$ cat src/rtl/mem_port_arbiter.sv
// Shares one single-port memory between the instruction-fetch port and the
// load/store port. Serves one access at a time with round-robin tie-breaking,
// and answers misaligned or unacknowledged accesses with ERR_DATA.
module mem_port_arbiter #(
  parameter int                ADDR_W   = 32,
  parameter int                DATA_W   = 32,
  parameter int                TIMEOUT  = 16,
  parameter logic [DATA_W-1:0] ERR_DATA = DATA_W'(32'hDEADBEEF)
) (
  input  logic              clk,
  input  logic              rst_n,
  input  logic              if_req,
  input  logic [ADDR_W-1:0] if_addr,
  output logic              if_gnt,
  output logic              if_rvalid,
  output logic [DATA_W-1:0] if_rdata,
  input  logic              d_req,
  input  logic              d_we,
  input  logic [ADDR_W-1:0] d_addr,
  input  logic [DATA_W-1:0] d_wdata,
  output logic              d_gnt,
  output logic              d_rvalid,
  output logic [DATA_W-1:0] d_rdata,
  output logic              mem_req,
  output logic              mem_we,
  output logic [ADDR_W-1:0] mem_addr,
  output logic [DATA_W-1:0] mem_wdata,
  input  logic              mem_ack,
  input  logic [DATA_W-1:0] mem_rdata,
  output logic              busy,
  output logic              err
);

  localparam int               CNT_W    = (TIMEOUT > 2) ? $clog2(TIMEOUT) : 1;
  localparam logic [CNT_W-1:0] CNT_LAST = CNT_W'(TIMEOUT - 1);

  typedef enum logic [1:0] {
    IDLE     = 2'd0,
    ACCESS   = 2'd1,
    ERR_RESP = 2'd2
  } stateT;

  stateT             state, stateNext;
  logic [CNT_W-1:0]  cnt, cntNext;
  logic              lastData, lastDataNext;   // 1: data port won the last grant
  logic              selData, selDataNext;     // requester owning the access in flight

  logic              ifGntNext, dGntNext, ifRvalidNext, dRvalidNext;
  logic [DATA_W-1:0] ifRdataNext, dRdataNext;
  logic              memReqNext, memWeNext;
  logic [ADDR_W-1:0] memAddrNext;
  logic [DATA_W-1:0] memWdataNext;
  logic              errNext;

  logic              pickData;
  logic [ADDR_W-1:0] pickAddr;
  logic              respond;
  logic [DATA_W-1:0] respData;

  // Next-state and next-output logic: arbitration, memory handshake, timeout.
  always_comb begin
    stateNext    = state;
    cntNext      = cnt;
    lastDataNext = lastData;
    selDataNext  = selData;
    ifGntNext    = 1'b0;
    dGntNext     = 1'b0;
    ifRvalidNext = 1'b0;
    dRvalidNext  = 1'b0;
    ifRdataNext  = if_rdata;
    dRdataNext   = d_rdata;
    memReqNext   = mem_req;
    memWeNext    = mem_we;
    memAddrNext  = mem_addr;
    memWdataNext = mem_wdata;
    errNext      = err;
    pickData     = 1'b0;
    pickAddr     = '0;
    respond      = 1'b0;
    respData     = '0;

    case (state)
      IDLE: begin
        if (if_req || d_req) begin
          // Lone requester wins; on a tie the port not granted last wins.
          pickData     = d_req && (!if_req || !lastData);
          pickAddr     = pickData ? d_addr : if_addr;
          selDataNext  = pickData;
          lastDataNext = pickData;
          ifGntNext    = !pickData;
          dGntNext     = pickData;
          if (pickAddr[1:0] != 2'b00) begin
            stateNext = ERR_RESP;
            errNext   = 1'b1;
          end else begin
            stateNext    = ACCESS;
            cntNext      = '0;
            memReqNext   = 1'b1;
            memWeNext    = pickData && d_we;
            memAddrNext  = pickAddr;
            memWdataNext = pickData ? d_wdata : '0;
          end
        end
      end
      ACCESS: begin
        if (mem_ack) begin
          memReqNext = 1'b0;
          memWeNext  = 1'b0;
          respond    = 1'b1;
          respData   = (selData && mem_we) ? '0 : mem_rdata;
          stateNext  = IDLE;
        end else if (cnt == CNT_LAST) begin
          memReqNext = 1'b0;
          memWeNext  = 1'b0;
          respond    = 1'b1;
          respData   = ERR_DATA;
          errNext    = 1'b1;
          stateNext  = IDLE;
        end else begin
          cntNext = cnt + 1'b1;
        end
      end
      ERR_RESP: begin
        respond   = 1'b1;
        respData  = ERR_DATA;
        stateNext = IDLE;
      end
      default: stateNext = IDLE;
    endcase

    // Route the response to whichever port owns the access.
    if (respond) begin
      if (selData) begin
        dRvalidNext = 1'b1;
        dRdataNext  = respData;
      end else begin
        ifRvalidNext = 1'b1;
        ifRdataNext  = respData;
      end
    end
  end

  // State and registered outputs; reset abandons any access in flight.
  always_ff @(posedge clk or negedge rst_n) begin
    if (!rst_n) begin
      state     <= IDLE;
      cnt       <= '0;
      lastData  <= 1'b1;
      selData   <= 1'b0;
      if_gnt    <= 1'b0;
      if_rvalid <= 1'b0;
      if_rdata  <= '0;
      d_gnt     <= 1'b0;
      d_rvalid  <= 1'b0;
      d_rdata   <= '0;
      mem_req   <= 1'b0;
      mem_we    <= 1'b0;
      mem_addr  <= '0;
      mem_wdata <= '0;
      busy      <= 1'b0;
      err       <= 1'b0;
    end else begin
      state     <= stateNext;
      cnt       <= cntNext;
      lastData  <= lastDataNext;
      selData   <= selDataNext;
      if_gnt    <= ifGntNext;
      if_rvalid <= ifRvalidNext;
      if_rdata  <= ifRdataNext;
      d_gnt     <= dGntNext;
      d_rvalid  <= dRvalidNext;
      d_rdata   <= dRdataNext;
      mem_req   <= memReqNext;
      mem_we    <= memWeNext;
      mem_addr  <= memAddrNext;
      mem_wdata <= memWdataNext;
      busy      <= (stateNext != IDLE);
      err       <= errNext;
    end
  end

endmodule

$ cat config.mk
export PLATFORM = sky130hd
export DESIGN_NAME = mem_port_arbiter
export DESIGN_NICKNAME = d
export VERILOG_FILES = /design/src/rtl/mem_port_arbiter.sv
export SDC_FILE = /design/constraint.sdc
export NUM_CORES = 1
export LEC_CHECK = 0
export CORE_UTILIZATION = 35
export DETAILED_ROUTE_END_ITERATION = 12
export PLACE_DENSITY = 0.67
export SLEW_MARGIN = 5
export SYNTH_ARGS = -nofsm -noshare
export SYNTH_HDL_FRONTEND = slang
export SYNTH_SLANG_ARGS = --single-unit
$ cat constraint.sdc
create_clock -name clk -period 4.7 [get_ports clk]
set_input_delay 0.94 -clock clk [delete_from_list [all_inputs] [get_ports clk]]
set_output_delay 0.94 -clock clk [all_outputs]
set_load 0.01 [all_outputs]
==> results of run 1 <==
logic make-up (layout without fill, tap and decap cells):
kind of cell | count (synthesis) | after routing | share of synthesized area (%)
and+or+nand+nor | 128 | 128 | 8.42
muxes | 67 | 67 | 12.2
buffers and inverters | 54 | 314 | 3.48
adders and majority gates | 4 | 4 | 0.814
AOI/OAI and AO/OA | 176 | 176 | 16.5
DFF | 144 | 144 | 58.6
placed cells by master (no fill, tap or decap), types with 3 or more instances in the layout:
cell type / instances
buf_4: 7
clkbuf_16: 17
clkdlybuf4s50_1: 268
ha_1: 4
clkbuf_8: 4
dfrtp_1: 143
inv_1: 8
a21o_1: 3
nand2_1: 109
nor2_1: 5
bufinv_16: 3
mux2_2: 63
a21oi_1: 26
o21ai_0: 100
o22ai_1: 3
o31ai_1: 36
state kept, by name (all words and copies together) (netlist names), 2 cells and up:
| signal | cells |
|---|---|
| mem_addr | 32 |
| cnt | 4 |
| mem_wdata | 32 |
| if_rdata | 32 |
| d_rdata | 32 |
| state | 2 |
metrics by stage:
step | cells | hold WS (ns) | power (mW) | util [%] | worst slack [ns]
floorplan | 573 | 0.493 | 3.14 | - | 2.39
global placement | 1028 | 0.446 | 4.49 | 52.4 | 1.47
detailed placement | 1028 | 0.469 | 4.58 | 52.4 | 1.37
CTS | 1058 | 0.482 | 6.00 | 55.9 | 1.82
global route | 1058 | 0.507 | 6.30 | 55.9 | 1.72
finish | 1058 | 0.475 | 5.94 | 55.9 | 1.83
per-layer routing:
metal,vias up,part of all wire (%),global-route usage (%),wire (µm)
met5,-,0,0,0
met4,0,2.9,8.74,516
met3,33,5.5,5.59,980
met2,184,52,35.1,9160
met1,2517,40,24.0,7120
li1,2497,-,-,-
worst paths after layout:
| check | start | endpoint | slack, ns |
|---|---|---|---|
| setup / recovery | d_req | mem_addr[17] | 1.83 |
| hold / removal | err | err | 0.48 |
| setup reg to reg | state[1] | d_rdata[8] | 2.43 |
| hold reg to reg | err | err | 0.48 |
| max in group asynchronous | rst_n | if_rdata[31] | 3.20 |
| min in group asynchronous | rst_n | d_rdata[18] | 0.55 |
layout make-up:
class / count / area, µm² / area share [%]
sequential: 144 / 3600 / 37.4
timing repair buffer: 276 / 2750 / 28.5
clock inverter: 8 / 129 / 1.34
tap: 225 / 282 / 2.92
multi-input combinational: 375 / 2370 / 24.5
clock buffer: 22 / 484 / 5.02
inverter: 8 / 30.0 / 0.311
power breakdown:
group          internal [mW]  total (mW)  switching [mW]
Combinational           1.35        2.47            1.13
Sequential              1.78        2.07           0.288
Clock                  0.888        1.40           0.510
==> results.md, run 1 <==
- Worst Hold Path Cells: 1
- Initial Util: 35.7%
- Yosys reg bits: ~140
- Clock sink count: 144
- Post-DRT Antenna Nets: 0
- Leak Pwr: 4.06 nW
- CP Max Fanout: 63
- Tot GR Track Use: 20.4%
- CP Class: input port to flip-flop
- Post-CTS Resized: 0
- Outcome: finished clean
- Sequential share of the synthesized area: 58.6%
- Vias in the first global route: around 5,500
- Max Fclk: ~0.35 GHz
- Least-Margin Pin Slew: 1.16 ns
- Crit-path most repeated cell: mux2_2
- Die Y: ~130 µm
- Worst Path Buf+Inv: 2
- Slew Limit Fails: 0
- VDD IR max: 0.300 mV
- Hpwl dp: 12,500 µm
- Drt pass-1 iters: 5
- Mapped Cells: approximately 570
- Critical path's top delay family: buffers and inverters
- Critical Path RT: 5.00 ns
- Routed wire length: between 15,000 and 20,000 µm
- Core footprint: between 15,000 and 20,000 µm²
- Syn nets: 711
- Full die area: 18,100 µm²
- Vias post-DR: 5,231
- Netlist Area Pre-Place: 6150 µm²
- Cells on worst reg2reg path: 5
- CTS Buf Count: 17
- Grt total ovfl: 0
- CTS tree: done
- Post-layout nets: 960
- Number of port buffers: between 200 and 300
- Synth warnings: 0
- Max Cap Viol: 0
- Max clock buf depth: 2
- Async set or reset register ratio after synthesis: 100%
- CTS H-tree depth: 4
- Drt wl/cell: 16.8 µm
- Area Overhead vs Synth: 56.7%
- Post-synth top cells: 143 x dfrtp_1, 109 x nand2_1, 100 x o21ai_0
- Antenna violations before repair: 1
- PwrDens: roughly 620 nW/µm²
- Iter 0 DRT Violations: 246
- Largest cells by area after synthesis: dfrtp_1 58%, mux2_2 12%, o21ai_0 8.1%
- Site row count: 48
- Placed cell areas: 9030 µm²
- # DRC: 0
- Most common cell in the netlist: dfrtp_1
- Setup bufs post-CTS: 0
- Synth area leader: dfrtp_1
- Skew final: ~0.0086 ns
- Die width: ~130 µm
- Crit path arrival time: about 3.2 ns
- RSZ-0062 raised after global routing: false
- GPL Wtd Cong: 0.771
- Synth unique cells: 34
- FILL cells: 1,449
- # IOs: 270
- Post-DR vias/cell: 4.94
- Final Hold Fails: 0
- Post-CTS Hold Fix Bufs: 0
- Final min period: about 2.9 ns
- Rel. slew slack: 22.6%
- Final setup fails: 0
- Share of cells above drive strength 1: about an eighth
- Design area: approximately 9600 µm²
- Slowest cell on the critical path: buf_4
- Cell chain of the critical path: clkdlybuf4s50_1 > a21boi_4 > buf_4 > mux2_2 > mux2_2
- Synth top area share: 58.2%
- Clock root cell: clkbuf_16
- Setup crit end kind: flip-flop
- First-pass GRT wire length: 28,500 µm
- Largest net degree at the start of global routing: 82
- Synth Area per Inst: between 10 and 15 µm²
- CP peak stage delay: 0.64 ns
- EDFF count, synth: 0
- Period Utilization, post-route: between 60% and 70%
- Crit path launch type: input port
- Worst-path clk slew: approximately 0.060 ns
- Post-route setup TNS: 0 ns
- Skew-Pair Late Insertion Delay: 0.42 ns
- Instance count on the critical path: 5
- Min-delay worst type: flip-flop to flip-flop
- Ys flop type: dfrtp_1
- Ant. Diodes: 0
No activity file was read; power rests on OpenSTA's default activity.
==> run 2: changes to the inputs <==
--- a/config.mk
+++ b/config.mk
@@ -7,7 +7,7 @@
 export LEC_CHECK = 0
 export CORE_UTILIZATION = 35
 export DETAILED_ROUTE_END_ITERATION = 12
-export PLACE_DENSITY = 0.67
+export PLACE_DENSITY = 0.69
 export SLEW_MARGIN = 5
 export SYNTH_ARGS = -nofsm -noshare
 export SYNTH_HDL_FRONTEND = slang
==> constraint.sdc (replaced) <==
create_clock -name clk -period 2.4 [get_ports clk]
set_input_delay 0.48 -clock clk [delete_from_list [all_inputs] [get_ports clk]]
set_output_delay 0.48 -clock clk [all_outputs]
set_load 0.01 [all_outputs]
==> run 2 against run 1 <==
Net effect:
- non-clock buffer count up 15
- flip-flop and latch count did not move
- sequential share of layout area down 0.36 points
- total power rose by 90%
- highest routed layer is now met5
- first-iteration DRC count decreased by 0.81%
- critical endpoint is now cnt[0]
==> results.md, run 2 (synthesis results as in run 1) <==
- Final setup fails: 0 (unchanged)
- Site row count: 48 (unchanged)
- First-pass GRT wire length: 28,100 µm (-1.3%)
- Place WS: 0.0403 ns (-1.33 ns)
- Rel. slew slack: 60.7% (+38 points)
- FILL cells: 1,534 (+5.9%)
- Iter 0 DRT Violations: 244 (-0.81%)
- Slew Limit Fails: 0 (unchanged)
- Final Hold Fails: 0 (unchanged)
- Post-route setup TNS: 0 ns (unchanged)
- Final min period: 2.12 ns
- Max clock buf depth: 2 (unchanged)
- Core footprint: 17,200 µm² (unchanged)
- Post-layout nets: 975 (+1.6%)
- Post-DRT Antenna Nets: 0 (unchanged)
- Skew final: 0.00686 ns (-0.00173 ns)
- Area Overhead vs Synth: 58.2%
- Tot GR Track Use: 19.9% (-0.50 points)
- Post-CTS Resized: 0 (unchanged)
- FF-to-FF setup slack: 0.28 ns (-2.15 ns)
- Slowest cell on the critical path: or4_1
- CP Max Fanout: 11 (-83%)
- FF-to-FF End: cnt[0]
- Overall power: 11.3 mW (+90%)
- PwrDens: 1160 nW/µm² (+88%)
- Setup bufs post-CTS: 0 (unchanged)
- Clock sink count: 144 (unchanged)
- CTS H-tree depth: 4 (unchanged)
- CP peak stage delay: 0.62 ns (-0.02 ns)
- # IOs: 270 (unchanged)
- # DRC: 0 (unchanged)
- Design area: 9740 µm² (+0.96%)
- Clock root cell: clkbuf_16
- Hpwl dp: 12,200 µm (-2.5%)
- Leak Pwr: 4.10 nW (+1.1%)
- CTS Buf Count: 17 (unchanged)
- Grt total ovfl: 0 (unchanged)
- Cell chain of the critical path: inv_1 > ha_1 > and4_1 > or4_1 > mux2_1
- VDD IR max: 0.491 mV (+64%)
- Slack of the critical path: 0.280 ns (-1.55 ns)
- GPL Wtd Cong: 0.807 (+4.7%)
- Reg-to-Reg Start: state[1]
- Most frequent cells in the layout: 268 x clkdlybuf4s50_1, 143 x dfrtp_1, 109 x nand2_1
- Routed wire length: 17,200 µm (-3.0%)
- Crit path arrival time: 2.41 ns (-0.76 ns)
- Die width: 135 µm (unchanged)
- Cells on worst reg2reg path: 5 (unchanged)
- Antenna violations before repair: 1 (unchanged)
- Max Cap Viol: 0 (unchanged)
- Final core utilization: 56.5% (+0.54 points)
- Post-CTS Hold Fix Bufs: 0 (unchanged)
- Largest net degree at the start of global routing: 72 (-12%)
- Full die area: 18,100 µm² (unchanged)
- Crit path launch type: flip-flop
- Vias post-DR: 5,163 (-1.3%)
- CTS tree: done
- Post-DR vias/cell: 4.82 (-2.6%)
- Drt wl/cell: 16.1 µm (-4.3%)
- Min-delay worst type: input port to async pin
- Drt pass-1 iters: 4 (-1)
- Max Fclk: 0.472 GHz
- Die Y: 135 µm (unchanged)
- Placed cell areas: 9230 µm² (+2.2%)
- Least-Margin Pin Slew: 0.589 ns (-0.571 ns)
- Ant. Diodes: 0 (unchanged)
- Outcome: finished clean
- Worst-path clk slew: 0.06 ns (about the same)
- Critical Path RT: 2.69 ns (-2.31 ns)
- Initial Util: 35.7% (unchanged)
- RSZ-0062 raised after global routing: false
- Share of cells above drive strength 1: 13.9% (+1.1 points)
- Commonest non-fill, non-tap cell in the layout: clkdlybuf4s50_1
- Setup crit end kind: flip-flop
- Skew-Pair Late Insertion Delay: 0.41 ns (about the same)
- Vias in the first global route: 5,300 (-3.8%)
- CP Class: flip-flop to flip-flop
- Number of port buffers: 269 (unchanged)
- Period Utilization, post-route: 88.3%
## run 2: cell type report
class                           instances  area [µm²]  area share [%]
Clock buffer                           23         468            4.81
Clock inverter                          6        37.5           0.386
Inverter                                8        30.0           0.308
Multi-Input combinational cell        375        2370            24.3
Sequential cell                       144        3600            37.0
Tap cell                              225         282            2.89
Timing Repair Buffer                  291        2950            30.3
## run 2: worst max-delay path, delay by kind of cell, from the launching register on
kind                     cells  cell delay [ns]
flip-flops                   1             0.37
multiplexers                 1             0.34
AND/OR/NAND/NOR              2             0.90
buffers and inverters        1             0.08
adder cells (fa/ha/maj)      1             0.31
## run 2: worst max-delay path by stage
stage	startpoint	endpoint	slack, ns
final	state[1]	cnt[0]	0.28
after global routing	state[1]	cnt[0]	0.18
after CTS	state[1]	cnt[0]	0.28
after detailed placement	d_req	mem_wdata[15]	0.04
after global placement	if_req	cnt[0]	0.04
after floorplan	state[1]	if_rdata[10]	0.38
## run 2: stage by stage
| step | hold WS, ns | cells |
|---|---|---|
| 2_1_floorplan | 0.184 | 573 |
| 3_3_place_gp | 0.456 | 1043 |
| 3_5_place_dp | 0.448 | 1043 |
| 4_1_cts | 0.0254 | 1072 |
| 5_1_grt | 0.0403 | 1072 |
| 6_report | 0.0110 | 1072 |
## run 2: where the power goes
| part | switching (mW) | leakage, nW | internal, mW | total (mW) |
|---|---|---|---|---|
| Combinational | 2.23 | 2.06 | 2.76 | 4.98 |
| Sequential | 0.533 | 1.80 | 3.48 | 4.01 |
| Clock | 0.952 | 0.241 | 1.35 | 2.30 |
| Total | 3.71 | 4.10 | 7.59 | 11.3 |
## run 2: layer usage
metal	global-route usage [%]	wire length, µm	share of wire, %	vias up
met5	0	11	0.064	-
met3	5.63	1020	5.9	33
li1	-	-	-	2529
met1	24.9	7420	43	2431
met2	32.8	8360	49	168
met4	7.49	425	2.5	2
==> run 3: changes to the inputs <==
==> constraint.sdc (replaced) <==
create_clock -name clk -period 2.4 [get_ports clk]
set_input_delay 0.48 -clock clk [delete_from_list [all_inputs] [get_ports clk]]
set_output_delay 0.48 -clock clk [all_outputs]
set_load 0.1 [all_outputs]
==> run 3 against run 2 <==
Net effect:
- the run now ends with hold timing left
- critical endpoint unchanged
- clock skew grew 0.0044 ns
- cell count is the same
- critical path depth is the same
- fmax shrank 0.73%
- register-to-register slack lost 0.02 ns
- worst hold slack lost 0.014 ns
- routed wire length shrank 0.52%
- core utilization shrank 1.5 points
- sequential share of layout area grew 1.0 points
- global-route usage shrank 0.54 points
- non-clock buffer count shrank 1
- flip-flop and latch count is the same
==> results.md, run 3 (synthesis results as in run 1) <==
- Outcome: complete, but fails checks
- Failing checks: hold timing
- Hpwl dp: 12,100 µm (-0.99%)
- Max clock buf depth: 2 (unchanged)
- Core footprint: 17,200 µm² (unchanged)
- Grt total ovfl: 0 (unchanged)
- Post-CTS Hold Fix Bufs: 0 (unchanged)
- Crit path launch type: flip-flop
- FF-to-FF End: cnt[0]
- Design area: 9480 µm² (-2.6%)
- # DRC: 0 (unchanged)
- Vias in the first global route: 5,187 (-2.1%)
- CP Max Fanout: 11 (unchanged)
- Max Fclk: 0.468 GHz (-0.73%)
- Most frequent cells in the layout: 152 x buf_4, 143 x dfrtp_1, 132 x clkdlybuf4s50_1
- RSZ-0062 raised after global routing: false
- Reg-to-Reg Start: state[1]
- Clock root cell: clkbuf_16
- Initial Util: 35.7% (unchanged)
- Multi-input combinational cell area: 2370 µm² (unchanged)
- Crit path launch: state[1]
- Area Overhead vs Synth: 54.1%
- Die width: 135 µm (unchanged)
- First-pass GRT wire length: 27,300 µm (-3.0%)
- CTS tree: done
- Full die area: 18,100 µm² (unchanged)
- Place WS: 0.00388 ns (-0.0364 ns)
- Worst-path clk slew: 0.06 ns (about the same)
- Tot GR Track Use: 19.4% (-0.54 points)
- FF-to-FF setup slack: 0.26 ns (-0.02 ns)
- Placed cell areas: 8860 µm² (-4.0%)
- Skew-Pair Late Insertion Delay: 0.41 ns (about the same)
- Setup bufs post-CTS: 0 (unchanged)
- Antenna violations before repair: 1 (unchanged)
- Register area: 3600 µm² (unchanged)
- Post-CTS Resized: 0 (unchanged)
- FILL cells: 1,596 (+4.0%)
- Post-DR vias/cell: 4.78 (-0.85%)
- Critical Path RT: 2.68 ns (about the same)
- CP Class: flip-flop to flip-flop
- Post-route setup TNS: 0 ns (unchanged)
- Final min period: 2.14 ns (+0.0157 ns)
- Iter 0 DRT Violations: 217 (-11%)
- GPL Wtd Cong: 0.788 (-2.4%)
- Commonest non-fill, non-tap cell in the layout: buf_4
- Largest net degree at the start of global routing: 72 (unchanged)
- Routed wire length: 17,100 µm (-0.52%)
- Rel. slew slack: 60.8% (+0.12 points)
- Worst hold margin: -0.00281 ns (-0.0138 ns)
- Least-Margin Pin Slew: 0.587 ns (-0.00179 ns)
- Crit path arrival time: 2.42 ns (about the same)
- CTS Buf Count: 17 (unchanged)
- Final Hold Fails: 1 (+1)
- Slack of the critical path: 0.264 ns (-0.0157 ns)
- Drt wl/cell: 16.0 µm (-0.52%)
- Slew Limit Fails: 0 (unchanged)
- Number of port buffers: 269 (unchanged)
- Site row count: 48 (unchanged)
- Cells on worst reg2reg path: 5 (unchanged)
- Post-layout nets: 974 (-0.10%)
- Final setup fails: 0 (unchanged)
- Drt pass-1 iters: 4 (unchanged)
- Min-delay worst type: input port to async pin
- Share of cells above drive strength 1: 30.2% (+16 points)
- Die Y: 135 µm (unchanged)
- Skew final: 0.0113 ns (+0.00440 ns)
- Max Cap Viol: 0 (unchanged)
- Setup crit end kind: flip-flop
- CTS H-tree depth: 4 (unchanged)
- Ant. Diodes: 0 (unchanged)
- Vias post-DR: 5,119 (-0.85%)
- Post-DRT Antenna Nets: 0 (unchanged)
- Period Utilization, post-route: 89.0% (+0.65 points)
- # IOs: 270 (unchanged)
- Clock sink count: 144 (unchanged)
## run 3: per-stage QoR
stage | std cells | utilization (%)
3_3_place_gp | 1042 | 51.4
4_1_cts | 1072 | 55.0
2_1_floorplan | 573 | -
5_1_grt | 1072 | 55.0
6_report | 1072 | 55.0
3_5_place_dp | 1042 | 51.4
## run 3: how the worst max path moves through the flow
stage | end | slack [ns]
2_1_floorplan | if_rdata[10] | 0.38
3_5_place_dp | mem_addr[8] | 0.004
3_3_place_gp | cnt[0] | 0.03
5_1_grt | cnt[0] | 0.11
6_report | cnt[0] | 0.26
4_1_cts | cnt[0] | 0.25
## run 3: worst max-delay path, stage by stage, from the launching register on
cell,delay [ns]
dfrtp_1,0.37
inv_1,0.09
ha_1,0.32
and4_1,0.28
or4_1,0.62
mux2_1,0.34
## run 3: per-layer routing
metal / wire length, µm / vias up / share of wire, % / track usage [%]
met5: 11 / - / 0.064 / 0
met4: 317 / 2 / 1.8 / 6.80
met3: 829 / 21 / 4.8 / 4.58
met2: 8430 / 133 / 49 / 32.4
met1: 7550 / 2433 / 44 / 24.6
li1: - / 2530 / - / -
## run 3: area by class of cell
type                            instances  area share (%)
Sequential cell                       144            38.0
Inverter                                8           0.317
Multi-Input combinational cell        375            25.0
Timing Repair Buffer                  290            27.1
Tap cell                              225            2.97
Clock buffer                           19            4.57
Clock inverter                         11            2.01
Power of run 3 is left out: the tool's default activity adds up to more than one toggle a clock period on the data nets, which glitch-free logic cannot reach.
